<file path="src/rtl/demux_1by4_stream_if.sv">
// Stream bundle for the 1-to-4 demux.
//  master : upstream producer + downstream consumers (drives word, select, out_ready)
//  slave  : the demux itself (drives in_ready, channel valids/data, counters)
//  in_valid/in_ready/in_data/s : single input stream, s picks the channel
//  out_valid/out_ready         : one handshake bit per channel
//  out_data                    : channel k word at [k*W +: W]
//  cnt                         : channel k accepted-word count at [k*CW +: CW]
interface demux_1by4_stream_if #(
    parameter int W  = 8,
    parameter int CW = 8
);
    logic            in_valid;
    logic            in_ready;
    logic [W-1:0]    in_data;
    logic [1:0]      s;
    logic [3:0]      out_valid;
    logic [3:0]      out_ready;
    logic [4*W-1:0]  out_data;
    logic [4*CW-1:0] cnt;

    modport master (
        output in_valid, in_data, s, out_ready,
        input  in_ready, out_valid, out_data, cnt
    );

    modport slave (
        input  in_valid, in_data, s, out_ready,
        output in_ready, out_valid, out_data, cnt
    );
endinterface

</file>
<file path="src/rtl/demux_1by4_stream.sv">
// Registered 1-to-4 stream demultiplexer.
// One word per cycle enters on a valid/ready input and is written into the
// one-entry output register of the channel chosen by {s[0],s[1]}. Each
// channel has its own valid/ready handshake and a wrapping accept counter.
//  clk : rising-edge clock
//  rst : synchronous active-high reset (clears valids, data and counters)
//  bus : demux_1by4_stream_if.slave stream bundle

// One output channel: a single-entry register plus its accept counter.
//  load_i  : a word for this channel is accepted this cycle
//  ready_i : channel consumer takes the held word this cycle
//  data_i  : incoming word
//  valid_o / data_o / cnt_o : register contents and accept count
module demux_1by4_stream_ch #(
    parameter int W  = 8,
    parameter int CW = 8
) (
    input  logic          clk_i,
    input  logic          rst_i,
    input  logic          load_i,
    input  logic          ready_i,
    input  logic [W-1:0]  data_i,
    output logic          valid_o,
    output logic [W-1:0]  data_o,
    output logic [CW-1:0] cnt_o
);
    logic          vld_q, vld_d;
    logic [W-1:0]  dat_q, dat_d;
    logic [CW-1:0] cnt_q, cnt_d;

    always_comb begin
        vld_d = vld_q;
        dat_d = dat_q;
        cnt_d = cnt_q;
        if (vld_q && ready_i) begin
            vld_d = 1'b0;
        end
        // A load on the same edge as a drain wins, so the channel never bubbles.
        if (load_i) begin
            vld_d = 1'b1;
            dat_d = data_i;
            cnt_d = cnt_q + CW'(1);
        end
    end

    always_ff @(posedge clk_i) begin
        if (rst_i) begin
            vld_q <= 1'b0;
            dat_q <= '0;
            cnt_q <= '0;
        end else begin
            vld_q <= vld_d;
            dat_q <= dat_d;
            cnt_q <= cnt_d;
        end
    end

    assign valid_o = vld_q;
    assign data_o  = dat_q;
    assign cnt_o   = cnt_q;
endmodule

module demux_1by4_stream #(
    parameter int W  = 8,
    parameter int CW = 8
) (
    input  logic                 clk,
    input  logic                 rst,
    demux_1by4_stream_if.slave   bus
);
    logic [1:0]          sel;
    logic                accept;
    logic [3:0]          vld;
    logic [3:0][W-1:0]   dat;
    logic [3:0][CW-1:0]  cnt;

    // s[0] is the MSB of the channel index.
    assign sel = {bus.s[0], bus.s[1]};

    // Ready depends only on the selected channel's state, never on in_valid.
    assign bus.in_ready = ~rst & (~vld[sel] | bus.out_ready[sel]);
    assign accept       = bus.in_valid & bus.in_ready;

    for (genvar k = 0; k < 4; k++) begin : g_ch
        demux_1by4_stream_ch #(.W(W), .CW(CW)) u_ch (
            .clk_i   (clk),
            .rst_i   (rst),
            .load_i  (accept && (sel == 2'(k))),
            .ready_i (bus.out_ready[k]),
            .data_i  (bus.in_data),
            .valid_o (vld[k]),
            .data_o  (dat[k]),
            .cnt_o   (cnt[k])
        );
    end

    assign bus.out_valid = vld;
    assign bus.out_data  = dat;
    assign bus.cnt       = cnt;
endmodule

</file>
<file path="src/flat_wrapper.sv">
// flat-port wrapper written by rule: the top's interface ports become plain ports
module demux_1by4_stream_flat 
#(
    parameter int W  = 8,
    parameter int CW = 8
)
  (clk, rst, bus_in_valid, bus_in_data, bus_s, bus_out_ready, bus_in_ready, bus_out_valid, bus_out_data, bus_cnt);
  demux_1by4_stream_if #(.W(W), .CW(CW)) bus_i ();
  input  logic clk;
  input  logic rst;
  input wire logic [$bits(bus_i.in_valid)-1:0] bus_in_valid;
  input wire logic [$bits(bus_i.in_data)-1:0] bus_in_data;
  input wire logic [$bits(bus_i.s)-1:0] bus_s;
  input wire logic [$bits(bus_i.out_ready)-1:0] bus_out_ready;
  output wire logic [$bits(bus_i.in_ready)-1:0] bus_in_ready;
  output wire logic [$bits(bus_i.out_valid)-1:0] bus_out_valid;
  output wire logic [$bits(bus_i.out_data)-1:0] bus_out_data;
  output wire logic [$bits(bus_i.cnt)-1:0] bus_cnt;
  assign bus_i.in_valid = bus_in_valid;
  assign bus_i.in_data = bus_in_data;
  assign bus_i.s = bus_s;
  assign bus_i.out_ready = bus_out_ready;
  assign bus_in_ready = bus_i.in_ready;
  assign bus_out_valid = bus_i.out_valid;
  assign bus_out_data = bus_i.out_data;
  assign bus_cnt = bus_i.cnt;
  demux_1by4_stream #(.W(W), .CW(CW)) u_core (.clk(clk), .rst(rst), .bus(bus_i));
endmodule
</file>
<file path="config.mk">
export PLATFORM = sky130hd
export DESIGN_NAME = demux_1by4_stream_flat
export DESIGN_NICKNAME = d
export VERILOG_FILES = /design/src/rtl/demux_1by4_stream_if.sv /design/src/rtl/demux_1by4_stream.sv /design/src/flat_wrapper.sv
export SDC_FILE = /design/constraint.sdc
export NUM_CORES = 1
export LEC_CHECK = 0
export ABC_AREA = 0
export CAP_MARGIN = 40
export CORE_MARGIN = 2
export CORE_UTILIZATION = 36
export CTS_CLUSTER_SIZE = 12
export DETAILED_ROUTE_END_ITERATION = 8
export DONT_BUFFER_PORTS = 1
export GPL_ROUTABILITY_DRIVEN = 0
export PLACE_DENSITY = 0.47
export SYNTH_ARGS = -nofsm -noshare
export SYNTH_HDL_FRONTEND = slang
export SYNTH_SLANG_ARGS = --single-unit
</file>
<file path="constraint.sdc">
create_clock -name clk -period 3.1 [get_ports clk]
set_input_delay 0.775 -clock clk [delete_from_list [all_inputs] [get_ports clk]]
set_output_delay 0.775 -clock clk [all_outputs]
set_load 0.03 [all_outputs]
</file>
==> reports/qor.csv <==
stage,metric,value,unit
layout,Inserted Diodes,0,
drt,initial drt markers,90,
flow_run,Max Cap Viol,0,
place,DP HPWL,4610,um
floorplan,Ports,86,
critical_path,Startpoint Class,flip-flop,
place,dpl cells,406,
timing,Fin Hold WS,498,ps
timing,Max Transition Viols Final,0,
place,number of buffers inserted by port buffering,0,
drt,Via Count,2129,
power_and_ir_drop,Leakage,1.09,nW
place,Placed Area,2950,sq um
drt,final antenna-violating net count,0,
floorplan,Starting Density,0.373,
timing,RSZ-0062 raised after global routing,false,
layout,sequential cell area,1360,sq um
global_route,first-pass GRT wire length,11000,um
floorplan,Die Ht,93.4,um
layout,Post-Layout Cell Count,422,
drt,DR WL/cell,15.8,um
clock_tree,hold_buf cts,0,
clock_tree,CTS Buf Count,9,
timing,final worst slack,387,ps
yosys,asr flop ratio synth,0,
yosys,syn_nets,339,
yosys,Syn Area/Cell,9.05,sq um
timing,Fin Setup TNS,0,ps
global_route,initial antenna violation count,0,
clock_tree,Clock Latency Late Sink,350,ps
power_and_ir_drop,Max VDD drop,0.000228,V
floorplan,Core Area,7730,sq um
clock_tree,H-tree depth,3,
drt,Routed WL,6670,um
yosys,Post-Syn Area,2880,sq um
drt,number of remaining DRC errors,0,
layout,layout cell share with drive strength beyond 1,0.103,
timing,Final setup viols,0,
timing,fmax,369,MHz
layout,Layout Nets,336,
clock_tree,clk buf depth,2,
layout,Area Overhead vs Synth,9.00,%
clock_tree,number of post-CTS setup repair buffers,0,
layout,fin util,0.406,
outcome,outcome,"finished, final reports clean",
yosys,#FFs+latches synth,68,
worst_hold_path,hold path cells,1,
yosys,Synth Flop Type,dfxtp_1,
critical_path,CP Capture Type,output port,
layout,Multi-input gate area,1400,sq um
drt,drt pass-1 iters,4,
floorplan,die area,8730,sq um
critical_path,r2r setup slk,1110,ps
critical_path,WP data required,2320,ps
critical_path,worst-case reg-to-reg path depth,4,
timing,Final Hold Vio Count,0,
timing,Final Skew,6.74,ps
clock_tree,Num Clock Sinks,68,
worst_hold_path,Hold Startpoint,rst,
yosys,Synth warnings,0,
worst_hold_path,Hold EP,u_core.g_ch[3].u_ch.valid_o,
place,"worst slack, placed",567,ps
floorplan,overall die width,93.4,um
clock_tree,clock root buffer,clkbuf_8,
critical_path,Worst Path Max Fanout,4,
timing,Final min period,2710,ps
power_and_ir_drop,Cell Pwr Density,538,nW/um^2
global_route,pin count of the biggest net entering global routing,77,
clock_tree,post-cts resize count,0,
yosys,Gate Count Post-Synth,318,
critical_path,worst reg2reg path startpoint,u_core.g_ch[3].u_ch.valid_o,
floorplan,num rows,32,
global_route,total grt overflow,0,
drt,vias per inst,5.05,
yosys,count of different cell masters after synthesis,39,
clock_tree,TritonCTS clock tree,yes,
critical_path,Critical R2R Capture,u_core.g_ch[3].u_ch.cnt_o[7],
layout,layout filler cell count,811,
timing,period utilization,0.875,
clock_tree,"Reg clk slew, reported paths",80,ps
timing,Worst slew margin,0.600,
timing,Worst Tran Pin Value,595,ps
critical_path,WP data arrival,1940,ps
layout,Final Cell Area,3140,sq um
global_route,Global Route Usage Sum,0.163,
worst_hold_path,Hold WC Path Type,in2reg,
global_route,vias in the first global route,2101,
critical_path,critical path class,reg2out,
yosys,sequential fraction of the synthesis area,0.473,
yosys,Post-synth EDFFs,0,
power_and_ir_drop,Tot Pwr,1.69,mW
cells in the mapped netlist (2+ instances only):
| master | count | area share |
|---|---|---|
| nor4_1 | 7 | 0.015 |
| nand2b_1 | 8 | 0.017 |
| buf_2 | 3 | 0.0052 |
| xnor2_1 | 13 | 0.040 |
| nand4_1 | 9 | 0.020 |
| o21ai_0 | 4 | 0.0070 |
| nor2_1 | 43 | 0.056 |
| or3_1 | 3 | 0.0065 |
| nand3_1 | 6 | 0.010 |
| mux2i_1 | 24 | 0.083 |
| inv_1 | 2 | 0.0026 |
| xor2_1 | 2 | 0.0061 |
| a21oi_1 | 24 | 0.042 |
| nand2_1 | 47 | 0.061 |
| and3_1 | 3 | 0.0065 |
| clkbuf_1 | 9 | 0.012 |
| nor3_1 | 5 | 0.0087 |
| nor2b_1 | 7 | 0.015 |
| buf_4 | 7 | 0.018 |
| dfxtp_1 | 68 | 0.47 |
| mux2_2 | 2 | 0.0078 |
| ha_1 | 4 | 0.017 |
| and4_1 | 2 | 0.0061 |
final cells by class:
| type | instances | share of cell area |
|---|---|---|
| inverters | 2 | 0.00239 |
| multi-input cells | 227 | 0.446 |
| well taps | 102 | 0.0407 |
| clock inverters | 7 | 0.0211 |
| repair buffers | 7 | 0.0167 |
| flip-flops and latches | 68 | 0.434 |
| clock buffers | 9 | 0.0395 |
registers in the layout (all words and copies together) (netlist names):
name and cells:
u_core.g_ch.u_ch.data_o 32, u_core.g_ch.u_ch.cnt_o 32, u_core.g_ch.u_ch.valid_o 4
logic make-up after synthesis:
family / share of synthesized area
buffers and inverters: 0.0430
XOR/XNOR: 0.0456
multiplexers: 0.0991
flip-flops: 0.473
AND/OR/NAND/NOR: 0.271
adder cells (fa/ha/maj): 0.0174
AO/OA/AOI/OAI: 0.0513
per-layer routing:
layer | vias up | global-route usage | wire length, um
li1 | 1068 | - | -
met1 | 979 | 0.195 | 2800
met2 | 69 | 0.245 | 3000
met3 | 13 | 0.0782 | 727
met4 | 0 | 0.0809 | 144
met5 | - | 0 | 0
report_power, final:
| part | switching [mW] | total, mW | leakage [nW] | internal [mW] |
|---|---|---|---|---|
| logic | 0.0251 | 0.0488 | 0.443 | 0.0237 |
| registers | 0.0347 | 0.920 | 0.549 | 0.885 |
| clock network | 0.351 | 0.719 | 0.0992 | 0.368 |
placed cells by master (no fill, tap or decap), drive strengths merged, types with 7 or more instances in the layout:
cell type and instances:
a21oi 24, buf 7, clkbuf 9, dfxtp 68
mux2i 24, nand2 47, nand2b 8, nand4 9
nor2 43, nor2b 7, nor4 7, xnor2 13
how the worst max path moves through the flow:
| stage | startpoint | to | slack, ps |
|---|---|---|---|
| finish | u_core.g_ch[0].u_ch.valid_o | bus_in_ready | 390 |
| global route | u_core.g_ch[0].u_ch.valid_o | bus_in_ready | 250 |
| CTS | u_core.g_ch[0].u_ch.valid_o | bus_in_ready | 350 |
| detailed placement | bus_out_ready[0] | bus_in_ready | 570 |
| global placement | bus_out_ready[0] | bus_in_ready | 570 |
| floorplan | bus_out_ready[3] | bus_in_ready | 510 |
worst max-delay path: stages, from the launching register on:
cell and delay (ps):
dfxtp_1 530, nor2b_1 520, mux4_2 340, nor2_1 50
buf_4 160
Note: power is estimated with default switching activity, not from simulation.
